<file path="src/rtl/parity_arbiter_pkg.sv">
// Shared types and default sizing for the parity arbiter.
package parity_arbiter_pkg;

  localparam int unsigned DEF_NUM_REQ = 4;
  localparam int unsigned DEF_DATA_W  = 8;
  localparam int unsigned TXN_W       = 16;

  typedef enum logic [1:0] {
    ST_IDLE    = 2'd0,
    ST_COMPUTE = 2'd1,
    ST_RESPOND = 2'd2
  } state_e;

endpackage

</file>
<file path="src/rtl/parity_arbiter_parity_unit.sv">
// Shared combinational parity unit: even parity bit (XOR-reduce) of one data word.
module parity_unit #(
  parameter int unsigned DATA_W = 8
) (
  input  logic [DATA_W-1:0] data_i,
  output logic              parity_o
);

  assign parity_o = ^data_i;

endmodule

</file>
<file path="src/rtl/parity_arbiter.sv">
// Round-robin arbiter: serves one requester at a time, returns the captured word
// and its parity through a registered response channel.
module parity_arbiter
  import parity_arbiter_pkg::*;
#(
  parameter int unsigned NUM_REQ = DEF_NUM_REQ,
  parameter int unsigned DATA_W  = DEF_DATA_W
) (
  input  logic                        clk,
  input  logic                        rst_n,
  input  logic [NUM_REQ-1:0]          req_valid,
  input  logic [NUM_REQ*DATA_W-1:0]   req_data,
  output logic [NUM_REQ-1:0]          req_ready,
  output logic                        rsp_valid,
  input  logic                        rsp_ready,
  output logic [$clog2(NUM_REQ)-1:0]  rsp_id,
  output logic [DATA_W-1:0]           rsp_data,
  output logic                        rsp_parity,
  output logic                        busy,
  output logic [TXN_W-1:0]            txn_count
);

  localparam int unsigned ID_W = $clog2(NUM_REQ);

  state_e              state_q, state_d;
  logic [ID_W-1:0]     last_grant_q, last_grant_d;
  logic [ID_W-1:0]     grant_id_q, grant_id_d;
  logic [ID_W-1:0]     rsp_id_q, rsp_id_d;
  logic [DATA_W-1:0]   cap_data_q, cap_data_d;
  logic [DATA_W-1:0]   rsp_data_q, rsp_data_d;
  logic                rsp_parity_q, rsp_parity_d;
  logic                rsp_valid_q, busy_q;
  logic [TXN_W-1:0]    txn_count_q, txn_count_d;
  logic [NUM_REQ-1:0]  req_ready_c;
  logic [ID_W-1:0]     pick_id_c;
  logic                pick_vld_c;
  logic                parity_c;

  parity_unit #(.DATA_W(DATA_W)) u_parity (
    .data_i   (cap_data_q),
    .parity_o (parity_c)
  );

  // Round-robin pick: first valid requester after the last completed grant.
  always_comb begin
    pick_vld_c = 1'b0;
    pick_id_c  = '0;
    for (int unsigned k = 1; k <= NUM_REQ; k++) begin
      if (!pick_vld_c && req_valid[ID_W'((32'(last_grant_q) + k) % NUM_REQ)]) begin
        pick_vld_c = 1'b1;
        pick_id_c  = ID_W'((32'(last_grant_q) + k) % NUM_REQ);
      end
    end
  end

  always_ff @(posedge clk or negedge rst_n) begin
    if (!rst_n) state_q <= ST_IDLE;
    else        state_q <= state_d;
  end

  always_comb begin
    state_d = state_q;
    case (state_q)
      ST_IDLE:    if (pick_vld_c) state_d = ST_COMPUTE;
      ST_COMPUTE: state_d = ST_RESPOND;
      ST_RESPOND: if (rsp_ready) state_d = ST_IDLE;
      default:    state_d = ST_IDLE;
    endcase
  end

  // Grant strobe, capture, response load and completion bookkeeping.
  always_comb begin
    req_ready_c  = '0;
    last_grant_d = last_grant_q;
    grant_id_d   = grant_id_q;
    cap_data_d   = cap_data_q;
    rsp_id_d     = rsp_id_q;
    rsp_data_d   = rsp_data_q;
    rsp_parity_d = rsp_parity_q;
    txn_count_d  = txn_count_q;
    case (state_q)
      ST_IDLE: begin
        if (pick_vld_c) begin
          req_ready_c[pick_id_c] = 1'b1;
          grant_id_d             = pick_id_c;
          cap_data_d             = req_data[32'(pick_id_c)*DATA_W +: DATA_W];
        end
      end
      ST_COMPUTE: begin
        rsp_id_d     = grant_id_q;
        rsp_data_d   = cap_data_q;
        rsp_parity_d = parity_c;
      end
      ST_RESPOND: begin
        if (rsp_ready) begin
          last_grant_d = rsp_id_q;
          txn_count_d  = txn_count_q + TXN_W'(1);
        end
      end
      default: ;
    endcase
  end

  always_ff @(posedge clk or negedge rst_n) begin
    if (!rst_n) begin
      last_grant_q <= ID_W'(NUM_REQ - 1);
      grant_id_q   <= '0;
      cap_data_q   <= '0;
      rsp_id_q     <= '0;
      rsp_data_q   <= '0;
      rsp_parity_q <= 1'b0;
      rsp_valid_q  <= 1'b0;
      busy_q       <= 1'b0;
      txn_count_q  <= '0;
    end else begin
      last_grant_q <= last_grant_d;
      grant_id_q   <= grant_id_d;
      cap_data_q   <= cap_data_d;
      rsp_id_q     <= rsp_id_d;
      rsp_data_q   <= rsp_data_d;
      rsp_parity_q <= rsp_parity_d;
      rsp_valid_q  <= (state_d == ST_RESPOND);
      busy_q       <= (state_d != ST_IDLE);
      txn_count_q  <= txn_count_d;
    end
  end

  // The grant strobe is combinational, so it is also held low while in reset.
  assign req_ready  = req_ready_c & {NUM_REQ{rst_n}};
  assign rsp_valid  = rsp_valid_q;
  assign rsp_id     = rsp_id_q;
  assign rsp_data   = rsp_data_q;
  assign rsp_parity = rsp_parity_q;
  assign busy       = busy_q;
  assign txn_count  = txn_count_q;

endmodule

</file>
<file path="config.mk">
export PLATFORM = sky130hd
export DESIGN_NAME = parity_arbiter
export DESIGN_NICKNAME = d
export VERILOG_FILES = /design/src/rtl/parity_arbiter_pkg.sv /design/src/rtl/parity_arbiter_parity_unit.sv /design/src/rtl/parity_arbiter.sv
export SDC_FILE = /design/constraint.sdc
export NUM_CORES = 1
export LEC_CHECK = 0
export ABC_AREA = 1
export CAP_MARGIN = 20
export CORE_ASPECT_RATIO = 0.6
export CORE_UTILIZATION = 40
export CTS_BUF_LIST = sky130_fd_sc_hd__clkbuf_4 sky130_fd_sc_hd__clkbuf_8 sky130_fd_sc_hd__clkbuf_16
export DETAILED_ROUTE_END_ITERATION = 16
export DONT_BUFFER_PORTS = 1
export SLEW_MARGIN = 20
export SYNTH_ARGS = -nofsm -noshare
export SYNTH_HDL_FRONTEND = slang
export SYNTH_SLANG_ARGS = --single-unit
</file>
<file path="constraint.sdc">
create_clock -name clk -period 1.7 [get_ports clk]
set_clock_uncertainty 0.05 [all_clocks]
set_input_delay 0.085 -clock clk [delete_from_list [all_inputs] [get_ports clk]]
set_output_delay 0.085 -clock clk [all_outputs]
set_load 0.02 [all_outputs]
</file>
==> summary.md, run 1 <==
| Metric | Value |
|---|---|
| CP most frequent cell | `nand2_4` |
| Die Y | `61.4 um` |
| Met3 wire length | `422 um` |
| Dpl hpwl | `4110 um` |
| Synth top area share | `0.436` |
| CP Class | `flip-flop to output pin` |
| Post-Syn Nets | `315` |
| Syn avg cell area | `8.56 um^2` |
| # nets final | `370` |
| Initial antenna violation count | `0` |
| Pin count of the biggest net entering global routing | `44` |
| RePlAce Congestion | `0.813` |
| Routed WL | `5860 um` |
| Hold WC Path Type | `primary input to flip-flop` |
| CTS Sinks | `43` |
| Warnings from Yosys | `0` |
| Seq/Total Area, Yosys | `0.458` |
| Period utilization | `1.32` |
| Mapped Area | `0.00235 mm^2` |
| Power Density | `2300 mW/mm^2` |
| Fillers | `499` |
| Overflow after GRT | `0` |
| WP data required | `1.56 ns` |
| Area leader, netlist | `dfrtp_1` |
| Share of cells above drive strength 1 | `0.396` |
| RSZ-0062 raised after global routing | `true` |
| Failing checks | `negative setup slack` |
| Antenna diodes | `0` |
| CTS tree | `yes` |
| Asr flop ratio synth | `1.00` |
| CP top delay family | `simple AND/OR/NAND/NOR gates` |
| Worst-margin pin slew | `0.321 ns` |
| Die Area | `0.00620 mm^2` |
| Fin. max-slew vios | `0` |
| Root Buffer | `clkbuf_8` |
| FF+latch count, synth | `43` |
| Row count | `21` |
| Wire length on met1 | `2750 um` |
| Worst setup slack after placement | `-0.299 ns` |
| Die W | `101 um` |
| Worst-case clock buffer depth | `2` |
| Initial Util | `0.419` |
| Vias in the first global route | `1917` |
| Gate Count Post-Synth | `275` |
| Highest Signal Layer | `met4` |
| CTS buffer count | `5` |
| Met2 WL post-DR | `2650 um` |
| WL per Instance | `14.3 um` |
| Worst skew pair latency | `0.29 ns` |
| Status | `finished, violations left` |
| Detail Route Antenna Nets | `0` |
| Max Cap Viol | `0` |
| Vias/cell | `5.03` |
| IR drop worst, VDD | `991 uV` |
| Library cells used by synthesis | `29` |
| Final WS setup | `-0.546 ns` |
| I/O pin count | `72` |
| Peak Freq | `445 MHz` |
| Number of synthesized flops with an enable pin | `0` |
| DRC | `0` |
| Setup crit end kind | `output pin` |
| Leakage | `0.00155 uW` |
| Final Critical Period | `2.25 ns` |
| CP bufs+invs | `4` |
| Setup crit start kind | `flip-flop` |
| Total Power | `7530 uW` |
| Synth area leaders | `dfrtp_1, nand2_1, nand3_1` |
| P&R area growth vs syn | `39.3%` |
| CP peak stage delay | `0.58 ns` |
| Port Buffers | `0` |
| Core ar. | `0.00562 mm^2` |
| Clock transition at path regs | `0.08 ns` |
| H-tree Lvls | `2` |
| Slowest CP cell | `dfstp_2` |
| Slew margin rel. | `0.786` |
| Endpoints failing setup | `16` |
| Overall global routing resource usage | `0.197` |
| First-pass GRT wire length | `9150 um` |
| Fin util | `0.583` |
| 1st-iter DRT viols | `63` |
| Worst EP arrival | `2.11 ns` |
| Synth Flop Type | `dfrtp_1` |
| Final hold violation count | `0` |
| Cell Chain, Critical Path | `buf_6, nand2_2, nand2_4, nand2_4, nand2_4, nor2_8, nand3_1, nand2_1, inv_2, nand2_4, buf_6, nor4_4, buf_4` |
| Critical path peak fanout | `7` |
| DR pass1 iterations | `4` |
| Vias | `2069` |
-- layer usage --
layer,track usage,vias up
li1,-,1011
met1,0.271,987
met2,0.311,65
met3,0.0624,6
met4,0.0414,0
met5,0,-
-- tightest hold or removal path: stages --
cell and delay, ns:
nand2_1 0.04, nand3_1 0.06, nand3_1 0.07, nand2_1 0.06
-- cell usage after synthesis (2+ instances only) --
cell / instances
nand2_1: 80
nand3_1: 52
dfrtp_1: 41
xnor2_1: 14
inv_1: 13
mux2_2: 8
nor2_1: 8
xor2_1: 8
o21ai_0: 7
nand2_2: 6
nand4_1: 5
inv_2: 4
a21oi_1: 3
buf_2: 3
buf_6: 3
buf_4: 2
clkbuf_1: 2
dfstp_2: 2
nand2_4: 2
nor4_2: 2
or2_2: 2
-- flip-flops by register name, indices dropped and copies added, names as in the netlist --
name	flops
busy	1
cap_data_q	8
grant_id_q	2
last_grant_q	2
rsp_data	8
rsp_id	2
rsp_parity	1
rsp_valid	1
state_q	2
txn_count	16
-- placed cells by master, fill, tap and decap left out, drive strengths merged, types with 2 or more instances in the layout --
cell type,count
nand2,88
nor4,3
clkinv,3
dlygate4sd3,6
dfrtp,41
mux2,8
clkbuf,5
inv,16
xnor2,14
xor2,8
dfstp,2
o21ai,8
nand3,52
or2,2
nand4,6
nor2,9
a21oi,3
buf,52
-- cell type report --
| class | count | area (um^2) | share of cell area |
|---|---|---|---|
| Clock buffer | 5 | 68.8 | 0.0210 |
| Timing Repair Buffer | 58 | 539 | 0.164 |
| Sequential cell | 43 | 1080 | 0.330 |
| Inverter | 17 | 78.8 | 0.0240 |
| Multi-Input combinational cell | 205 | 1370 | 0.417 |
| Tap cell | 80 | 100 | 0.0305 |
| Clock inverter | 3 | 43.8 | 0.0134 |
-- power breakdown --
group          internal [uW]  switching (uW)
sequential              1420             516
clock                    438             356
combinational           2190            2610
-- kinds of logic (layout without fill, tap and decap cells) --
kind of cell	count (synthesis)	count (layout)	share of synthesized area
AND/OR/NAND/NOR	162	162	0.331
flip-flops	43	43	0.458
buffers and inverters	27	83	0.0574
XOR/XNOR	22	22	0.0819
AO/OA/AOI/OAI	12	12	0.0282
multiplexers	8	8	0.0383
adder cells (fa/ha/maj)	1	1	0.00532
-- through the flow --
step | hold WS [ns] | setup TNS (ns) | cells | instance area, um^2
after floorplan | -0.261 | -1.81 | 275 | 2400
after global placement | -0.258 | -3.85 | 380 | 2730
after detailed placement | -0.259 | -4.16 | 380 | 2730
after CTS | 0.00149 | -5.77 | 405 | 3140
after global routing | 0.00340 | -8.54 | 411 | 3280
final | 0.00141 | -6.86 | 411 | 3280
-- timing repair --
item | 4_1_cts | 5_1_grt
setup endpoints to repair | 18 | 22
gates resized for setup | 41 | 26
setup buffers | 12 | 7
pin swaps | 20 | 17
endpoints found under the hold margin | 49 | 0
hold buffers | 7 | 0
gates cloned | 0 | 0
-- path summary, 6_finish.rpt --
check                      cells past startpoint            start  slack, ns         endpoint
min in group asynchronous                      2            rst_n       0.20     txn_count[5]
setup reg to reg                              13  last_grant_q[0]      -0.44    cap_data_q[7]
setup / recovery                              13  last_grant_q[0]      -0.55     req_ready[0]
hold / removal                                 4     req_data[28]      0.001    cap_data_q[4]
max in group asynchronous                      2            rst_n       1.14  last_grant_q[0]
hold reg to reg                                1     txn_count[0]       0.46     txn_count[0]
Power figures use the tool's default switching activity.
==> run 2: changes to the inputs <==
==> constraint.sdc (replaced) <==
create_clock -name clk -period 1.7 [get_ports clk]
set_clock_uncertainty 0.05 [all_clocks]
set_input_delay 0.17 -clock clk [delete_from_list [all_inputs] [get_ports clk]]
set_output_delay 0.17 -clock clk [all_outputs]
set_load 0.02 [all_outputs]
==> summary.md, run 2 (same netlist as run 1, synthesis figures left out) <==
| Metric | Value |
|---|---|
| Fin Setup TNS | `-7.41 ns` |
| Cell Chain, Critical Path | `buf_4, nand2_1, nand2_4, nand2_1, nand2_1, nand4_1, nand2_2, inv_2, nor4_4, buf_4` |
| Flop2flop setup slack | `-0.46 ns` |
| CP bufs+invs | `3` |
| Routed WL | `5760 um` |
| Combinational share of power | `0.621` |
| H-tree Lvls | `2` |
| RR Endpoint | `cap_data_q[6]` |
| Leakage | `0.00150 uW` |
| CP most frequent cell | `nand2_1` |
| Fin. max-slew vios | `0` |
| Antenna diodes | `0` |
| Setup crit start kind | `flip-flop` |
| Int Pwr | `3870 uW` |
| Slowest CP cell | `dfstp_2` |
| Critical Path Sink | `req_ready[2]` |
| Initial antenna violation count | `0` |
| CP top delay family | `simple AND/OR/NAND/NOR gates` |
| Share of cells above drive strength 1 | `0.386` |
| Row count | `21` |
| Worst skew pair latency | `0.29 ns` |
| Worst-case clock buffer depth | `2` |
| Hold WS | `0.0666 ns` |
| Endpoints failing setup | `16` |
| CTS tree | `yes` |
| 1st-iter DRT viols | `86` |
| Critical path depth | `10` |
| Vias/cell | `5.07` |
| P&R area growth vs syn | `34.4%` |
| Vias | `2050` |
| I/O pin count | `72` |
| Max Cap Viol | `0` |
| Slew margin rel. | `0.788` |
| Die Area | `0.00620 mm^2` |
| DRC | `0` |
| CP Class | `flip-flop to output pin` |
| Port Buffers | `0` |
| Net switching power | `3380 uW` |
| CTS buffer count | `5` |
| Setup crit end kind | `output pin` |
| Core ar. | `0.00562 mm^2` |
| CP peak stage delay | `0.59 ns` |
| Worst-margin pin slew | `0.317 ns` |
| Cells on worst reg2reg path | `16` |
| Total Power | `7250 uW` |
| Pin count of the biggest net entering global routing | `44` |
| CTS Sinks | `43` |
| Max reg flops | `16` |
| Overall global routing resource usage | `0.201` |
| Final Critical Period | `2.41 ns` |
| # nets final | `363` |
| Detail Route Antenna Nets | `0` |
| Final WS setup | `-0.708 ns` |
| Clock power share | `0.113` |
| Most frequent cells in the layout | `nand2_1, nand3_1, buf_4` |
| DR pass1 iterations | `4` |
| Dpl hpwl | `4020 um` |
| Power Density | `2290 mW/mm^2` |
| Hold WC Path Type | `primary input to flip-flop` |
| RSZ-0062 raised after global routing | `true` |
| Most common cell after layout, fill and taps aside | `nand2_1` |
| Overflow after GRT | `0` |
| Die Y | `61.4 um` |
| Reg power frac | `0.265` |
| Period utilization | `1.42` |
| Critical Path Start | `last_grant_q[0]` |
| IR drop worst, VDD | `1490 uV` |
| Clock transition at path regs | `0.08 ns` |
| First-pass GRT wire length | `9200 um` |
| Die W | `101 um` |
| Non-Filler Instances | `404` |
| Peak Freq | `415 MHz` |
| WP data required | `1.48 ns` |
| Placed cell count | `381` |
| Critical path peak fanout | `4` |
| Initial Util | `0.419` |
| WL per Instance | `14.3 um` |
| Vias in the first global route | `1888` |
| Final hold violation count | `0` |
| Switching part of the total | `0.466` |
| Status | `finished, violations left` |
| Critical R2R Launch | `last_grant_q[0]` |
| RePlAce Congestion | `0.825` |
| Root Buffer | `clkbuf_8` |
| Failing checks | `negative setup slack` |
| Worst EP arrival | `2.19 ns` |
## run 2: timing repair
item,CTS,global route
buffers inserted,8,3
endpoints found under the hold margin,45,0
cloned,1,0
setup endpoints to repair,18,22
pin swaps,10,8
gates resized for setup,24,31
hold buffers,3,0
## run 2: metrics by stage
step	setup slack (ns)	instance area, um^2	util
2_1_floorplan	-0.307	2400	-
3_3_place_gp	-0.359	2690	0.478
3_5_place_dp	-0.413	2690	0.478
4_1_cts	-0.662	3010	0.535
5_1_grt	-0.790	3160	0.563
6_report	-0.708	3160	0.563
## run 2: power by group through the flow
stage,Combinational [uW],Clock (uW),Sequential [uW]
6_report,4510,822,1920
5_1_grt,4990,882,1990
4_1_cts,4290,839,1920
3_5_place_dp,3680,0,1960
3_3_place_gp,3640,0,1950
2_1_floorplan,2890,0,1910
## run 2: worst register-to-register path: stages (launching register included)
cell and delay (ns):
dfstp_2 0.59, buf_4 0.13, nand2_2 0.06, nand2_4 0.10, buf_4 0.12, a21oi_1 0.05
a21oi_1 0.13, nand2_1 0.08, inv_1 0.06, nand2_2 0.06, inv_2 0.08, buf_4 0.11
buf_6 0.11, buf_6 0.12, nand3_1 0.09, nand3_2 0.08, nand2_1 0.05
## run 2: area by class of cell
cell class | count | area, um^2
clock buffer | 6 | 82.6
clock inverter | 2 | 35.0
fill | 496 | 2460
inverter | 17 | 66.3
multi-input combinational | 205 | 1380
sequential | 43 | 1080
tap | 80 | 100
timing repair buffer | 51 | 423
## run 2: worst min path at each step
stage | startpoint | cells after the start | endpoint | slack, ns
2_1_floorplan | rst_n | 0 | busy | -0.18
3_3_place_gp | rst_n | 0 | txn_count[0] | -0.17
3_5_place_dp | rst_n | 0 | txn_count[2] | -0.17
4_1_cts | req_data[11] | 4 | cap_data_q[3] | 0.06
5_1_grt | rsp_ready | 3 | txn_count[0] | 0.08
6_report | req_data[11] | 4 | cap_data_q[3] | 0.07
## run 2: metal layers
metal	global-route usage	vias to the layer above	part of all wire
met5	0	-	0
met4	0.0642	0	0.014
met3	0.0568	9	0.065
met2	0.294	71	0.45
met1	0.289	973	0.47
li1	-	997	-
==> run 3: changes to the inputs <==
--- a/config.mk
+++ b/config.mk
@@ -8,10 +8,12 @@
 export ABC_AREA = 1
 export CAP_MARGIN = 20
 export CORE_ASPECT_RATIO = 0.6
-export CORE_UTILIZATION = 40
+export CORE_UTILIZATION = 57
 export CTS_BUF_LIST = sky130_fd_sc_hd__clkbuf_4 sky130_fd_sc_hd__clkbuf_8 sky130_fd_sc_hd__clkbuf_16
+export CTS_CLUSTER_SIZE = 40
 export DETAILED_ROUTE_END_ITERATION = 16
 export DONT_BUFFER_PORTS = 1
+export PLACE_DENSITY = 0.75
 export SLEW_MARGIN = 20
 export SYNTH_ARGS = -nofsm -noshare
 export SYNTH_HDL_FRONTEND = slang
==> summary.md, run 3 (same netlist as run 1, synthesis figures left out) <==
| Metric | Value |
|---|---|
| Overall global routing resource usage | `0.302` |
| Initial antenna violation count | `0` |
| Total Power | `8590 uW` |
| Setup crit start kind | `flip-flop` |
| RSZ-0062 raised after global routing | `true` |
| Slew margin rel. | `0.712` |
| Setup crit end kind | `output pin` |
| Max reg flops | `16` |
| Fin. max-slew vios | `0` |
| WP data required | `1.48 ns` |
| Die Area | `0.00440 mm^2` |
| IR drop worst, VDD | `1590 uV` |
| Die W | `85.0 um` |
| Most frequent cells in the layout | `nand2_1, nand3_1, buf_4` |
| Final instance area | `0.00337 mm^2` |
| Fillers | `159` |
| Vias/cell | `6.15` |
| CTS Sinks | `43` |
| Overflow after GRT | `0` |
| P&R area growth vs syn | `43.1%` |
| Dpl hpwl | `3820 um` |
| DR pass1 iterations | `13` |
| Pin count of the biggest net entering global routing | `44` |
| Failing checks | `design-rule violations, negative setup slack` |
| Peak Freq | `389 MHz` |
| Final Critical Period | `2.57 ns` |
| I/O pin count | `72` |
| Vias in the first global route | `2048` |
| Leakage | `0.00161 uW` |
| Hold WC Path Type | `primary input to flip-flop` |
| Routed WL | `8100 um` |
| WL per Instance | `21.2 um` |
| 1st-iter DRT viols | `148` |
| Worst EP arrival | `2.35 ns` |
| Area occupied by multi-input gates | `0.00143 mm^2` |
| Cells on worst reg2reg path | `16` |
| Most common cell after layout, fill and taps aside | `nand2_1` |
| Endpoints failing setup | `17` |
| # nets final | `375` |
| Die Y | `51.8 um` |
| CTS buffer count | `5` |
| Clock transition at path regs | `0.09 ns` |
| Worst setup slack after placement | `-0.414 ns` |
| RePlAce Congestion | `0.839` |
| Placed cell count | `350` |
| Power Density | `2550 mW/mm^2` |
| Final WS setup | `-0.870 ns` |
| Critical path peak fanout | `6` |
| First-pass GRT wire length | `9890 um` |
| H-tree Lvls | `2` |
| Final hold violation count | `0` |
| Worst-margin pin slew | `0.428 ns` |
| Fin util | `0.885` |
| Share of cells above drive strength 1 | `0.432` |
| Status | `finished, violations left` |
| Dpl cell area | `0.00270 mm^2` |
| Max Cap Viol | `0` |
| Worst skew pair latency | `0.30 ns` |
| Row count | `17` |
| Detail Route Antenna Nets | `0` |
| Period utilization | `1.51` |
| Hold depth | `4` |
| Worst-case clock buffer depth | `2` |
| Vias | `2357` |
| Non-Filler Instances | `383` |
| Core ar. | `0.00381 mm^2` |
| Initial Util | `0.618` |
| DRC | `3` |
| Root Buffer | `clkbuf_8` |
| FF/Latch Area | `0.00108 mm^2` |
| CP Class | `flip-flop to output pin` |
| CTS tree | `yes` |
| Antenna diodes | `0` |
| Port Buffers | `0` |
-- run 3: area by class of cell --
cell class	instances	share of cell area
inverters	17	0.0227
flip-flops and latches	43	0.321
clock buffers	5	0.0204
multi-input cells	205	0.425
repair buffers	63	0.173
well taps	47	0.0175
clock inverters	3	0.0201
-- run 3: path summary, 6_finish.rpt --
path,from,end,slack [ns]
worst max-delay path,last_grant_q[0],req_ready[2],-0.87
min in group asynchronous,rst_n,rsp_id[0],0.28
worst max register to register,last_grant_q[0],cap_data_q[6],-0.75
worst min register to register,cap_data_q[0],cap_data_q[0],0.48
worst min-delay path,req_data[11],cap_data_q[3],0.07
max in group asynchronous,rst_n,last_grant_q[1],1.06
-- run 3: layer usage --
metal / vias up / GRT usage / share of wire
met4: 0 / 0.144 / 0.065
met3: 62 / 0.0841 / 0.10
met2: 175 / 0.460 / 0.46
met5: - / 0 / 0
met1: 1095 / 0.404 / 0.37
li1: 1025 / - / -
-- run 3: stage by stage --
step	TNS, ns	hold slack, ns
CTS	-6.68	0.0117
finish	-10.70	0.0653
detailed placement	-5.49	-0.175
global route	-11.98	0.0294
floorplan	-2.15	-0.176
global placement	-4.12	-0.175
-- run 3: timing repair --
item / 4_1_cts / 5_1_grt
gates resized for setup: 43 / 43
buffers inserted: 10 / 14
endpoints found under the hold margin: 44 / 0
pin swaps: 9 / 17
gates cloned: 1 / 0
hold buffers: 3 / 0
setup endpoints to repair: 18 / 23
-- run 3: worst max-delay path: stages (launching register included) --
cell and delay, ns:
dfstp_2 0.62, clkinv_4 0.12, buf_6 0.15, nand2_4 0.08, nand2_4 0.07, nand2_4 0.08
nand2_4 0.07, nor2_8 0.13, nand2_2 0.10, nand2_4 0.11, nand2_8 0.08, nor4_4 0.25
buf_4 0.18
-- run 3: where the power goes --
part	leakage, uW	switching (uW)	total (uW)	internal, uW
logic	0.00101	3210	5650	2450
registers	0.000537	549	1970	1430
clock network	0.0000644	376	962	586
total	0.00161	4130	8590	4460
